[src/rtl/mips_test_ctrl.sv]
// Load/run sequencer for the MIPS core.
// Streams a program into instruction memory and an initial register image
// into the register file over a valid/ready port while holding the core in
// reset, then releases the core for a programmed number of cycles and
// freezes it so its state can be inspected.
module mips_test_ctrl #(
    parameter int DATA_W     = 32,
    parameter int IMEM_DEPTH = 1024,
    parameter int RF_DEPTH   = 32,
    parameter int CYC_W      = 16,
    localparam int IA_W      = $clog2(IMEM_DEPTH),
    localparam int RA_W      = $clog2(RF_DEPTH)
) (
    input  logic              clk,
    input  logic              rst,
    input  logic              start,
    input  logic              abort,
    input  logic              skip_imem,
    input  logic              skip_rf,
    input  logic [CYC_W-1:0]  run_cycles,
    input  logic              in_valid,
    output logic              in_ready,
    input  logic [DATA_W-1:0] in_data,
    input  logic              in_last,
    output logic              imem_we,
    output logic [IA_W-1:0]   imem_addr,
    output logic              rf_we,
    output logic [RA_W-1:0]   rf_addr,
    output logic [DATA_W-1:0] wdata,
    output logic              cpu_rst,
    output logic              cpu_en,
    output logic              busy,
    output logic              done,
    output logic              overflow,
    output logic [CYC_W-1:0]  cyc_count
);

    typedef enum logic [2:0] {
        IDLE,
        LOAD_IMEM,
        LOAD_RF,
        RUN,
        DONE
    } state_t;

    // Last writable address of each segment; a segment never wraps past it.
    localparam logic [IA_W-1:0] IMEM_LAST = IA_W'(IMEM_DEPTH - 1);
    localparam logic [RA_W-1:0] RF_LAST   = RA_W'(RF_DEPTH - 1);

    state_t            state_q, state_d;
    logic [IA_W-1:0]   imem_cnt_q, imem_cnt_d;
    logic [RA_W-1:0]   rf_cnt_q, rf_cnt_d;
    logic [CYC_W-1:0]  cyc_q, cyc_d;
    logic [CYC_W-1:0]  run_q, run_d;
    logic              skip_rf_q, skip_rf_d;
    logic              overflow_q, overflow_d;

    // Where the sequence goes once the register load is finished or skipped.
    function automatic state_t after_rf(input logic [CYC_W-1:0] run_v);
        return (run_v != '0) ? RUN : DONE;
    endfunction

    // Where the sequence goes once the instruction load is finished or skipped.
    function automatic state_t after_imem(input logic skip_rf_v,
                                          input logic [CYC_W-1:0] run_v);
        return skip_rf_v ? after_rf(run_v) : LOAD_RF;
    endfunction

    assign wdata     = in_data;
    assign imem_addr = imem_cnt_q;
    assign rf_addr   = rf_cnt_q;
    assign overflow  = overflow_q;
    assign cyc_count = cyc_q;

    // Next-state, counter updates and state-decoded outputs.
    always_comb begin
        // NOTE: every signal gets a default before the case so no path can leave one unassigned and infer a latch.
        state_d    = state_q;
        imem_cnt_d = imem_cnt_q;
        rf_cnt_d   = rf_cnt_q;
        cyc_d      = cyc_q;
        run_d      = run_q;
        skip_rf_d  = skip_rf_q;
        overflow_d = overflow_q;
        in_ready   = 1'b0;
        imem_we    = 1'b0;
        rf_we      = 1'b0;
        cpu_en     = 1'b0;
        cpu_rst    = 1'b1;
        busy       = 1'b0;
        done       = 1'b0;

        case (state_q)
            IDLE, DONE: begin
                if (state_q == DONE) begin
                    cpu_rst = 1'b0;
                    done    = 1'b1;
                end
                if (start) begin
                    imem_cnt_d = '0;
                    rf_cnt_d   = '0;
                    cyc_d      = '0;
                    overflow_d = 1'b0;
                    run_d      = run_cycles;
                    skip_rf_d  = skip_rf;
                    state_d    = skip_imem ? after_imem(skip_rf, run_cycles) : LOAD_IMEM;
                end
            end
            LOAD_IMEM: begin
                busy     = 1'b1;
                in_ready = 1'b1;
                imem_we  = in_valid;
                if (in_valid) begin
                    if (imem_cnt_q != IMEM_LAST) imem_cnt_d = imem_cnt_q + IA_W'(1);
                    if (in_last || imem_cnt_q == IMEM_LAST) state_d = after_imem(skip_rf_q, run_q);
                    if (!in_last && imem_cnt_q == IMEM_LAST) overflow_d = 1'b1;
                end
            end
            LOAD_RF: begin
                busy     = 1'b1;
                in_ready = 1'b1;
                rf_we    = in_valid;
                if (in_valid) begin
                    if (rf_cnt_q != RF_LAST) rf_cnt_d = rf_cnt_q + RA_W'(1);
                    if (in_last || rf_cnt_q == RF_LAST) state_d = after_rf(run_q);
                    if (!in_last && rf_cnt_q == RF_LAST) overflow_d = 1'b1;
                end
            end
            RUN: begin
                busy    = 1'b1;
                cpu_rst = 1'b0;
                cpu_en  = 1'b1;
                // The final enabled cycle leaves cyc_count at run_cycles-1.
                if (cyc_q == run_q - CYC_W'(1)) state_d = DONE;
                else                             cyc_d   = cyc_q + CYC_W'(1);
            end
            default: state_d = IDLE;
        endcase

        // Abort overrides everything except a write already strobed this cycle.
        if (abort) begin
            state_d    = IDLE;
            imem_cnt_d = imem_cnt_q;
            rf_cnt_d   = rf_cnt_q;
            cyc_d      = cyc_q;
            run_d      = run_q;
            skip_rf_d  = skip_rf_q;
            overflow_d = overflow_q;
        end
    end

    // State and counter registers.
    always_ff @(posedge clk or negedge rst) begin
        if (!rst) begin
            state_q    <= IDLE;
            imem_cnt_q <= '0;
            rf_cnt_q   <= '0;
            cyc_q      <= '0;
            run_q      <= '0;
            skip_rf_q  <= 1'b0;
            overflow_q <= 1'b0;
        end else begin
            // NOTE: registers take non-blocking assignments so every flop samples pre-edge values.
            state_q    <= state_d;
            imem_cnt_q <= imem_cnt_d;
            rf_cnt_q   <= rf_cnt_d;
            cyc_q      <= cyc_d;
            run_q      <= run_d;
            skip_rf_q  <= skip_rf_d;
            overflow_q <= overflow_d;
        end
    end

endmodule

[config.mk]
export PLATFORM = sky130hd
export DESIGN_NAME = mips_test_ctrl
export DESIGN_NICKNAME = d
export VERILOG_FILES = /design/src/rtl/mips_test_ctrl.sv
export SDC_FILE = /design/constraint.sdc
export NUM_CORES = 1
export LEC_CHECK = 0
export CORE_ASPECT_RATIO = 0.75
export CORE_MARGIN = 2
export CORE_UTILIZATION = 46
export DETAILED_ROUTE_END_ITERATION = 8
export HOLD_SLACK_MARGIN = 0.12
export PLACE_DENSITY = 0.83
export SETUP_SLACK_MARGIN = 0.1
export SYNTH_ARGS = -nofsm -noshare
export SYNTH_HDL_FRONTEND = slang
export SYNTH_SLANG_ARGS = --single-unit
[constraint.sdc]
create_clock -name clk -period 4.02 [get_ports clk]
set_input_delay 0.804 -clock clk [delete_from_list [all_inputs] [get_ports clk]]
set_output_delay 0.804 -clock clk [all_outputs]
set_load 0.02 [all_outputs]
# Word-level counts from Yosys, hierarchy flattened
# Cells that the tools add are included.
dict set report classes {
  addsub 4
  multipliers 0
  div 0
  magnitude_cmp 0
  eq_ne 23
  shift 0
  muxes 39
  n_bitwise 1
  n_reduce_logical 21
}
# cell count
set ops {}
lappend ops {{two-way mux 3 bit} 12}
lappend ops {{two-way mux 16 bit} 2}
lappend ops {{one-hot mux 16 bit (2 select lines)} 1}
lappend ops {{nonzero test 16 bit} 2}
lappend ops {{two-way mux 10 bit} 3}
lappend ops {{one-hot mux 10 bit (2 select lines)} 1}
lappend ops {{inequality test 3 bit (second input constant)} 6}
lappend ops {{adder 16 x 1 -> 16 bit (second input constant)} 1}
lappend ops {{== test 16 bit} 1}
lappend ops {{inequality test 2 bit (second input constant)} 8}
lappend ops {{subtractor 16 x 1 -> 16 bit (second input constant)} 1}
lappend ops {{two-way mux 5 bit} 3}
lappend ops {{two-way mux 1 bit} 13}
lappend ops {{one-hot mux 3 bit (4 select lines)} 1}
lappend ops {{adder 10 x 1 -> 10 bit (second input constant)} 1}
lappend ops {{== test 10 bit (second input constant)} 1}
lappend ops {{inequality test 10 bit (second input constant)} 1}
lappend ops {{one-hot mux 5 bit (2 select lines)} 1}
lappend ops {{AND reduction 5 bit} 2}
lappend ops {{AND reduction 7 bit} 1}
lappend ops {{== test 3 x 2 -> 1 bit (second input constant)} 2}
lappend ops {{AND reduction 6 bit} 1}
lappend ops {{nonzero test 2 bit} 3}
lappend ops {{adder 5 x 1 -> 5 bit (second input constant)} 1}
lappend ops {{other kinds (16)} 19}
dict set report totals {
  register_bits 52
  latch_bits 0
  ram_bits 0
  mem_bits_ro 0
  in_bits 56
  elab_cells 95
  memories 0
}

# Longest topological paths before layout
dict set report logic_depth {
  depth_word 7
  depth_mapped 11
  mapped_depth_nobuf 10
}

# Worst setup path after synthesis
# Ideal clock, no wire load.
dict set report synth_timing {
  path_kind {register -> register}
  start {reg run_q[3]}
  end {reg cyc_q[4] (netlist: cyc_count[4])}
  setup_ns 0.120
  t_arrival_ns 2.823
  required_time_ns 3.900
  setup_slack_ns 1.077
  path_stages_with_launch 10
  cell_sequence {dfrtp_1 > or4_1 > buf_2 > or4_4 > and3_4 > or3_2 > nor4b_1 > o21ai_2 > a21oi_1 > a31o_2}
}
dict set report synth_between {
  elab_chain_cells 4
}
# item line_no
set synth_rtl {}
lappend synth_rtl {{from (decl)} 54} ;# logic [CYC_W-1:0] run_q, run_d;
lappend synth_rtl {{from (signal assigned)} 168} ;# run_q <= run_d;
lappend synth_rtl {{subtractor 16 x 1 -> 16 bit} 134} ;# if (cyc_q == run_q - CYC_W'(1)) state_d = DONE;
lappend synth_rtl {{== test 16 bit} 134}
lappend synth_rtl {{inequality test 2 bit (no source line)} -}
lappend synth_rtl {{AND reduction 4 bit (no source line)} -}
lappend synth_rtl {{to (signal assigned)} 167} ;# cyc_q <= cyc_d;
lappend synth_rtl {{to (decl)} 53} ;# logic [CYC_W-1:0] cyc_q, cyc_d;
# Every way passes these cells.
# A chain may end at the register's enable or synchronous reset.

# Worst setup path after layout
dict set report layout_timing {
  start {reg run_q[3]}
  end {reg cyc_q[10] (netlist: cyc_count[10])}
}
# The elaborated chain is that of the path after synthesis.

==> summary.md <==
| Metric | Value |
|---|---|
| Status | finished clean |
| Clk_lat worst skew | 310 ps |
| Largest net degree at the start of global routing | 53 |
| H-Tree Level Count | 2 |
| Critical path class | flop to flop |
| Crit start category | flop |
| Routed Wire Length | 8917 µm |
| Hpwl dp | 6680 µm |
| Mapped Avg Cell Area | 8.481 µm² |
| Synthesized flop and latch total | 52 |
| GR peak layer | met2 |
| Post-route non-filler standard cell count | 547 |
| Endpoint class of the critical path | flop |
| DRC | 0 |
| Tcrit/Tclk final | 88.03% |
| Post-synthesis cell count | 424 |
| I/O pins | 127 |
| Sequential fraction of design power | 38.6% |
| Initial antenna violation count | 0 |
| Fillers | 679 |
| Worst-path fanout max | 9 |
| CTS root buf | clkbuf_8 |
| Met1 GRT Util | 31.46% |
| Total track usage | 21.25% |
| Die ar. | 8548 µm² |
| Sink Count | 52 |
| Vias per inst | 5.720 |
| Post-CTS setup buffer count | 0 |
| Crit path DAT | 3770 ps |
| Proportion of layout cells with a drive suffix above 1 | 7.848% |
| DR vias | 3129 |
| Post-CTS sizing | 0 |
| Skew final | 11.43 ps |
| Std cell rows | 27 |
| Register area | 1301 µm² |
| CTS hold repair buffers | 0 |
| DR pass1 iterations | 5 |
| Max Transition Viols Final | 0 |
| R2R setup slack | 480 ps |
| Vias in the first global route | 2890 |
| WL per Instance | 16.30 µm |
| Cell variety after synth | 61 |
| Comb pwr share | 47.4% |
| Worst R2R Start | run_q[3] |
| Final ANT Viol Nets | 0 |
| Max clock buf depth | 2 |
| Met2 Use GR | 31.81% |
| Final setup TNS | 0 ps |
| Net Sw Frac | 44.05% |
| VDD IR max | 0.2411 mV |
| Nets | 506 |
| Synth warn | 0 |
| Core outline area | 7466 µm² |
| Hold-critical path endpoint | overflow |
| CTS tree | built |
| Gpl congestion | 0.9598 |
| Internal power | 1.210 mW |
| Pwr/cell area | 528.0 nW/µm² |
| NetSw | 0.9530 mW |
| Clock slew seen by the registers of the worst setup and hold paths | 100 ps |
| Leak | 1.713 nW |
| Hold path depth | 2 |
| Min Tclk post-route | 3539 ps |
| Commonest non-fill, non-tap cell in the layout | nand2_1 |
| IO buf count | 62 |
| Hold path start | overflow |
| Clock share of power | 13.9% |
| P&R area growth vs syn | 13.95% |
| Max cap viols | 0 |
| Worst Hold Class | flop to flop |
| FMAX | 282.6 MHz |
| Met3 Use GR | 3.815% |
| Post-synth EDFFs | 0 |
| Initial core utilization | 48.16% |
| Worst-Margin Slew | 968.0 ps |
| Die Wd | 106.1 µm |
| Final Setup Violations | 0 |
| Die height | 80.57 µm |
| Worst reg2reg path endpoint | cyc_count[10] |
| Most frequent cells in the layout | 73 x nand2_1, 61 x clkdlybuf4s50_1, 52 x dfrtp_1 |
| Net Count, Synth | 485 |
| R2R depth | 8 |
| Dpl cells | 539 |
| Slew HR | 34.93% |
| Async S/R FF share, synth | 100.0% |
| RSZ-0062 raised after global routing | no |
| Main synth FF type | dfrtp_1 |
| # diodes | 0 |
| Global-route wire length before repair | 14420 µm |
| Seq/Total Area, Yosys | 36.19% |
| CTS Buf Count | 5 |
| Multi-input gate area | 1898 µm² |
| Fin. Hold Viols | 0 |
| Worst path required time | 4250 ps |
| Grt ovf | 0 |
| Mapped cell area | 3596 µm² |
| Iteration-0 DRC Markers | 249 |
[worst max-delay path by stage]
stage	from	end	slack [ps]	cells past startpoint
detailed placement	run_q[0]	cyc_count[10]	570	8
CTS	run_q[1]	cyc_count[10]	550	8
global route	run_q[3]	cyc_count[10]	190	8
global placement	run_q[0]	cyc_count[10]	720	8
floorplan	run_q[3]	cyc_count[4]	1080	9
finish	run_q[3]	cyc_count[10]	480	8
[registers in the layout, summed over array words and instances (netlist names)]
register	flops
imem_addr	10
overflow	1
skip_rf_q	1
run_q	16
rf_addr	5
state_q	3
cyc_count	16
[power by group through the flow]
stage               combinational [mW]  sequential, mW  clock [mW]
global placement                 0.983           0.827           0
finish                            1.03           0.836       0.301
floorplan                        0.777           0.797           0
CTS                               1.02           0.828       0.308
global route                      1.13           0.860       0.327
detailed placement                1.01           0.836           0
[worst max-delay path, stage by stage (launching register included)]
cell and delay (ps):
dfrtp_1 460, nor4_1 720, and4b_1 360, xnor2_1 240, o311ai_4 160, nor4_2 850
nor2_1 270, a31o_2 300, a21oi_1 110
[metrics by stage]
| stage | util, % | setup slack [ps] | total power [mW] | instance area [µm²] | hold slack, ps |
|---|---|---|---|---|---|
| 2_1_floorplan | - | 1077 | 1.574 | 3596 | 471.0 |
| 3_3_place_gp | 53.70 | 719.5 | 1.810 | 4009 | 497.2 |
| 3_5_place_dp | 53.70 | 566.8 | 1.848 | 4009 | 507.5 |
| 4_1_cts | 54.89 | 547.7 | 2.155 | 4098 | 529.3 |
| 5_1_grt | 54.89 | 193.7 | 2.316 | 4098 | 580.5 |
| 6_report | 54.89 | 481.1 | 2.163 | 4098 | 513.5 |
[cell type report]
cell class,count,area share [%]
multi-input cells,309,46.32
flip-flops and latches,52,31.76
repair buffers,65,15.57
well taps,101,3.084
clock buffers,6,1.771
inverters,12,1.099
clock inverters,2,0.3969
[cells in the mapped netlist (all sizes together) (2+ instances only)]
cell / count / share of area (%)
nand2: 74 / 7.8
dfrtp: 52 / 36
nor2: 40 / 4.2
buf: 37 / 8.0
xnor2: 23 / 5.6
a21oi: 17 / 2.4
nor4: 17 / 3.9
o21ai: 15 / 2.2
nand4: 14 / 2.4
and3: 13 / 2.4
inv: 12 / 1.3
nor3: 12 / 1.7
xor2: 12 / 2.9
clkbuf: 11 / 1.1
nand3: 8 / 1.1
or3: 7 / 1.3
ha: 5 / 1.7
or4: 5 / 1.1
a31o: 4 / 0.97
nor2b: 4 / 0.70
nand3b: 3 / 0.63
a211oi: 2 / 0.42
a22o: 2 / 0.49
a32oi: 2 / 0.49
and2: 2 / 0.35
and4b: 2 / 0.59
mux2: 2 / 0.63
nor4b: 2 / 0.49
o31ai: 2 / 0.42
or2: 2 / 0.35
or3b: 2 / 0.49
[kinds of logic (layout without fill, tap and decap cells)]
kind of cell             Yosys count  after routing  synth area share [%]
AND/OR/NAND/NOR                  208            208                 29.68
XOR/XNOR                          36             36                 9.151
buffers and inverters             63             85                 11.20
AO/OA/AOI/OAI                     57             57                 11.13
flip-flops                        52             52                 36.19
adder cells (fa/ha/maj)            5              5                 1.740
multiplexers                       3              3                0.9046
[metal layers]
layer | wire length [µm] | up-vias
met1 | 4433 | 1499
li1 | - | 1492
met4 | 80 | 0
met2 | 3821 | 125
met5 | 0 | -
met3 | 581 | 13
(Power assumes the default switching activity.)
